**src/rtl/sync_control.sv**
```systemverilog
// PCS receive synchronization FSM: aligns code-group parity to K28.5 commas,
// declares/withdraws link sync and forwards tagged code-groups on sudi.
module sync_control #(
  parameter int CG_WIDTH     = 10,
  parameter int GOOD_CGS_MAX = 3
) (
  input  logic                rx_clk,
  input  logic                mr_main_reset,
  input  logic [CG_WIDTH-1:0] code_group_in,
  input  logic                cg_invalid,
  input  logic                signal_detect,
  output logic [CG_WIDTH:0]   sudi,
  output logic                sync_status,
  output logic [3:0]          sync_state
);

  typedef enum logic [3:0] {
    ST_LOS  = 4'd0,
    ST_CD1  = 4'd1,
    ST_AS1  = 4'd2,
    ST_CD2  = 4'd3,
    ST_AS2  = 4'd4,
    ST_CD3  = 4'd5,
    ST_SA1  = 4'd6,
    ST_SA2  = 4'd7,
    ST_SA2A = 4'd8,
    ST_SA3  = 4'd9,
    ST_SA3A = 4'd10,
    ST_SA4  = 4'd11,
    ST_SA4A = 4'd12
  } state_t;

  localparam logic [1:0] GOOD_MAX_C = 2'(GOOD_CGS_MAX);

  // K28.5 in either running disparity
  function automatic logic is_comma(input logic [CG_WIDTH-1:0] cg);
    return (cg == 10'b0011111010) || (cg == 10'b1100000101);
  endfunction

  function automatic logic is_sync_state(input state_t st);
    return (st == ST_SA1)  || (st == ST_SA2)  || (st == ST_SA2A) ||
           (st == ST_SA3)  || (st == ST_SA3A) || (st == ST_SA4)  ||
           (st == ST_SA4A);
  endfunction

  state_t              state_r;
  state_t              fsm_nxt_s;
  state_t              state_nxt_s;
  logic                rx_even_r;
  logic                rx_even_nxt_s;
  logic [1:0]          good_cgs_r;
  logic [1:0]          good_cgs_nxt_s;
  logic [CG_WIDTH:0]   sudi_r;
  logic                sync_status_r;
  logic                comma_s;
  logic                cgbad_s;
  logic                good_max_s;

  // Code-group classification against the current parity
  always_comb begin
    comma_s    = is_comma(code_group_in);
    cgbad_s    = cg_invalid | (comma_s & rx_even_r);
    good_max_s = (good_cgs_r == GOOD_MAX_C);
  end

  // Next-state logic; loss of signal overrides every transition
  always_comb begin
    fsm_nxt_s = ST_LOS;
    case (state_r)
      ST_LOS:  fsm_nxt_s = comma_s ? ST_CD1 : ST_LOS;
      ST_CD1:  fsm_nxt_s = (!comma_s && !cg_invalid) ? ST_AS1 : ST_LOS;
      ST_CD2:  fsm_nxt_s = (!comma_s && !cg_invalid) ? ST_AS2 : ST_LOS;
      ST_CD3:  fsm_nxt_s = (!comma_s && !cg_invalid) ? ST_SA1 : ST_LOS;
      ST_AS1: begin
        if (cgbad_s)                      fsm_nxt_s = ST_LOS;
        else if (comma_s && !rx_even_r)   fsm_nxt_s = ST_CD2;
        else                              fsm_nxt_s = ST_AS1;
      end
      ST_AS2: begin
        if (cgbad_s)                      fsm_nxt_s = ST_LOS;
        else if (comma_s && !rx_even_r)   fsm_nxt_s = ST_CD3;
        else                              fsm_nxt_s = ST_AS2;
      end
      ST_SA1:  fsm_nxt_s = cgbad_s ? ST_SA2 : ST_SA1;
      ST_SA2:  fsm_nxt_s = cgbad_s ? ST_SA3 : ST_SA2A;
      ST_SA3:  fsm_nxt_s = cgbad_s ? ST_SA4 : ST_SA3A;
      ST_SA4:  fsm_nxt_s = cgbad_s ? ST_LOS : ST_SA4A;
      ST_SA2A: begin
        if (cgbad_s)         fsm_nxt_s = ST_SA3;
        else if (good_max_s) fsm_nxt_s = ST_SA1;
        else                 fsm_nxt_s = ST_SA2A;
      end
      ST_SA3A: begin
        if (cgbad_s)         fsm_nxt_s = ST_SA4;
        else if (good_max_s) fsm_nxt_s = ST_SA2;
        else                 fsm_nxt_s = ST_SA3A;
      end
      ST_SA4A: begin
        if (cgbad_s)         fsm_nxt_s = ST_LOS;
        else if (good_max_s) fsm_nxt_s = ST_SA3;
        else                 fsm_nxt_s = ST_SA4A;
      end
      default: fsm_nxt_s = ST_LOS;
    endcase
    if (signal_detect) begin
      state_nxt_s = fsm_nxt_s;
    end else begin
      state_nxt_s = ST_LOS;
    end
  end

  // Parity tag and good-code-group counter for the state being entered
  always_comb begin
    rx_even_nxt_s  = ~rx_even_r;
    good_cgs_nxt_s = good_cgs_r;
    case (state_nxt_s)
      ST_CD1, ST_CD2, ST_CD3: rx_even_nxt_s = 1'b1;
      default:                rx_even_nxt_s = ~rx_even_r;
    endcase
    case (state_nxt_s)
      ST_SA2, ST_SA3:            good_cgs_nxt_s = 2'd0;
      ST_SA2A, ST_SA3A, ST_SA4A: good_cgs_nxt_s = (good_cgs_r == 2'd3) ? 2'd3 : good_cgs_r + 2'd1;
      default:                   good_cgs_nxt_s = good_cgs_r;
    endcase
  end

  // State and output registers with synchronous active-low reset
  always_ff @(posedge rx_clk) begin
    if (!mr_main_reset) begin
      state_r       <= ST_LOS;
      rx_even_r     <= 1'b0;
      good_cgs_r    <= 2'd0;
      sudi_r        <= '0;
      sync_status_r <= 1'b0;
    end else begin
      state_r       <= state_nxt_s;
      rx_even_r     <= rx_even_nxt_s;
      good_cgs_r    <= good_cgs_nxt_s;
      sudi_r        <= {code_group_in, rx_even_nxt_s};
      sync_status_r <= is_sync_state(state_nxt_s);
    end
  end

  assign sudi        = sudi_r;
  assign sync_status = sync_status_r;
  assign sync_state  = state_r;

endmodule
```
**config.mk**
```make
export PLATFORM = sky130hd
export DESIGN_NAME = sync_control
export DESIGN_NICKNAME = d
export VERILOG_FILES = /design/src/rtl/sync_control.sv
export SDC_FILE = /design/constraint.sdc
export NUM_CORES = 1
export LEC_CHECK = 0
export CAP_MARGIN = 20
export CORE_ASPECT_RATIO = 1.1
export CORE_MARGIN = 2
export CORE_UTILIZATION = 40
export DETAILED_ROUTE_END_ITERATION = 7
export PLACE_DENSITY = 0.69
export SLEW_MARGIN = 20
export SYNTH_ARGS = -nofsm -noshare
export SYNTH_HDL_FRONTEND = slang
export SYNTH_SLANG_ARGS = --single-unit
```
**constraint.sdc**
```tcl
create_clock -name rx_clk -period 9 [get_ports rx_clk]
set_input_delay 1.8 -clock rx_clk [delete_from_list [all_inputs] [get_ports rx_clk]]
set_output_delay 1.8 -clock rx_clk [all_outputs]
set_load 0.02 [all_outputs]
```
==> results.md <==
- Row count: 19
- Slew Viols, Final: 0
- Clock Skew: approximately 0.0024 ns
- Mapped Nets: around 130
- Worst-Margin Slew: 0.718 ns
- # DRC: 0
- Largest area contributor in the netlist: dfxtp_1
- IO Pins: 30
- Tmin final: 4.60 ns
- Relative slew margins: 51.5%
- CP Data Arrival Time: roughly 4.8 ns
- Critical path peak fanout: 5
- Switching portion of total power: about a quarter
- Clk pwr share: a little under a third
- Total core area: between 2000 and 2500 um^2
- Setup_tns: 0 ns
- Final Util: between 50% and 60%
- Post-synth EDFFs: 0
- Largest net degree at the start of global routing: 15
- Synth top area cells: dfxtp_1, and2_1, nor2_1
- Top-count cell post-synth: dfxtp_1
- Clock Latency Late Sink: a little under 0.3 ns
- Routed WL: 2.26 mm
- Startpoint types: input pin
- Vias in the first global route: ~900
- Post-synthesis cell count: ~110
- Synth async-reset ratio: 0%
- Reg clk slew, reported paths: approximately 0.1 ns
- CTS buffer count: 3
- Total Power: 156 uW
- Fillers: 228
- Outcome: finished clean
- CTS H-tree depth: 1
- TritonCTS clock tree: done
- DIE AREA: 2960 um^2
- Most frequent cells after synthesis: dfxtp_1, and2_1, nor2_1, nand2_1
- PwrDens: 116 nW/um^2
- Fin Hold WS: roughly 0.53 ns
- Routability congestion estimate: 0.885
- Antenna-violating nets left: 0
- Hold_buf cts: 0
- Synth cell types: 42
- Max Buffers Root-to-Sink: 2
- Layout cell share with drive strength beyond 1: between 10% and 20%
- Share of the synthesized area in the top cell type: approximately 36%
- Postcts setup bufs: 0
- Die Y: 56.8 um
- Clk sinks: 18
- Fin nets: between 150 and 200
- Hold Crit Class: register to register
- Remaining global-route overflow: 0
- Ant. Diodes: 0
- Logic pwr share: between 10% and 20%
- Vias/cell: ~5.3
- Post-Syn Area: 1010 um^2
- Internal Power: 119 uW
- CTS Root Cell: clkbuf_4
- Setup Crit Path Kind: input pin to register
- Area Growth Syn to Fin: 32.7%
- CP Data Required Time: ~9.2 ns
- PortBufs: 29
- Final Hold Viols: 0
- Placed insts: approximately 170
- Drt first pass iters: 4
- Synth Register Bits: 18
- Vias: roughly 910
- DP HPWL: ~1.8 mm
- Initial Util: between 40 and 50%
- Initial antenna violation count: 0
- Fin cells: around 170
- # Max-Cap Violations: 0
- First-pass GRT wire length: a little under 4 mm
- Element type at the critical path end: register
- Post_cts resized: 0
- Final period util: between 50 and 60%
- DR WL/cell: 13.2 um
- Register area share after synthesis: between 30% and 40%
- Synth Warn #: 0
- DR iter-0 viols: 19
- LEAKAGE: roughly 0.00048 uW
- RSZ-0062 raised after global routing: false
- Maximum clock rate: about 220 MHz
- Primary FF master, synth: dfxtp_1
- Total track usage: between 10% and 20%
- Setup violators final: 0
- NetSw: about 37 uW
- VDD IR max: between 0.1 and 0.15 mV
- Sequential Power Share: between 50% and 60%
- Avg Cell Area, Syn: roughly 9 um^2
- Chip Width: 52.0 um
==> logic make-up after synthesis <==
family	after synthesis	synth area share, %
AOI/OAI and AO/OA	26	20.2
xor gates and xnor gates	1	0.863
buffers and inverters	11	5.18
DFF	18	35.5
muxes	2	2.10
and+or+nand+nor	55	36.1
==> placed cells by master, fill, tap and decap left out, drive strengths merged, types with 2 or more instances in the layout <==
cell type / netlist / final
nand2: 8 / 8
a31oi: 5 / 5
o21ai: 4 / 4
dfxtp: 18 / 18
a21oi: 5 / 5
clkdlybuf4s50: 0 / 29
o211ai: 2 / 2
nor3: 2 / 2
nand3: 6 / 6
nand4b: 2 / 2
a211oi: 2 / 2
or2: 5 / 5
clkbuf: 4 / 4
o22a: 2 / 2
nor4: 2 / 2
nand2b: 3 / 3
inv: 5 / 5
nor2: 9 / 9
and2: 10 / 10
==> stage by stage <==
| step | area [um^2] | setup WS, ns |
|---|---|---|
| floorplan | 1010 | 4.73 |
| global placement | 1310 | 4.22 |
| detailed placement | 1310 | 4.11 |
| CTS | 1350 | 4.41 |
| global route | 1350 | 4.26 |
| finish | 1350 | 4.40 |
==> worst max-delay path, cell delays in order <==
cell	delay [ns]
clkdlybuf4s50_1	0.42
or4b_1	0.55
or4_4	0.53
nand3_4	0.13
mux2_1	0.35
a221oi_2	0.34
nor3b_2	0.36
nand3b_4	0.20
o221ai_2	0.10
==> sequential cells by signal, indices dropped and copies added, names as in the netlist <==
signal       flops
sudi            11
sync_state       4
good_cgs_r       2
sync_status      1
==> routing by layer <==
metal | wire [um] | GRT usage (%)
met1 | 1020 | 23.5
met2 | 1140 | 26.2
met3 | 87 | 3.99
met4 | 17 | 7.52
met5 | 0 | 0
==> layout make-up <==
| cell class | count | area, um^2 | area share [%] |
|---|---|---|---|
| Timing Repair Buffer | 29 | 290 | 21.6 |
| Tap cell | 31 | 38.8 | 2.88 |
| Inverter | 5 | 18.8 | 1.39 |
| Multi-Input combinational cell | 84 | 602 | 44.7 |
| Clock buffer | 4 | 36.3 | 2.70 |
| Sequential cell | 18 | 360 | 26.8 |
==> worst paths after layout <==
check	startpoint	to	slack, ns	cells past startpoint
worst min-delay path	sudi[0]	sudi[0]	0.53	1
worst max-delay path	code_group_in[9]	good_cgs_r[0]	4.40	9
worst max register to register	sudi[0]	good_cgs_r[0]	6.33	8
worst min register to register	sudi[0]	sudi[0]	0.53	1
==> power groups by stage <==
stage	clock [uW]	sequential (uW)	combinational [uW]
after floorplan	0	88.2	6.90
after global placement	0	85.1	22.5
after detailed placement	0	85.2	22.8
after CTS	51.1	83.4	22.9
after global routing	56.5	83.7	24.6
final	49.8	83.4	22.8
Note: power is estimated with default switching activity, not from simulation.
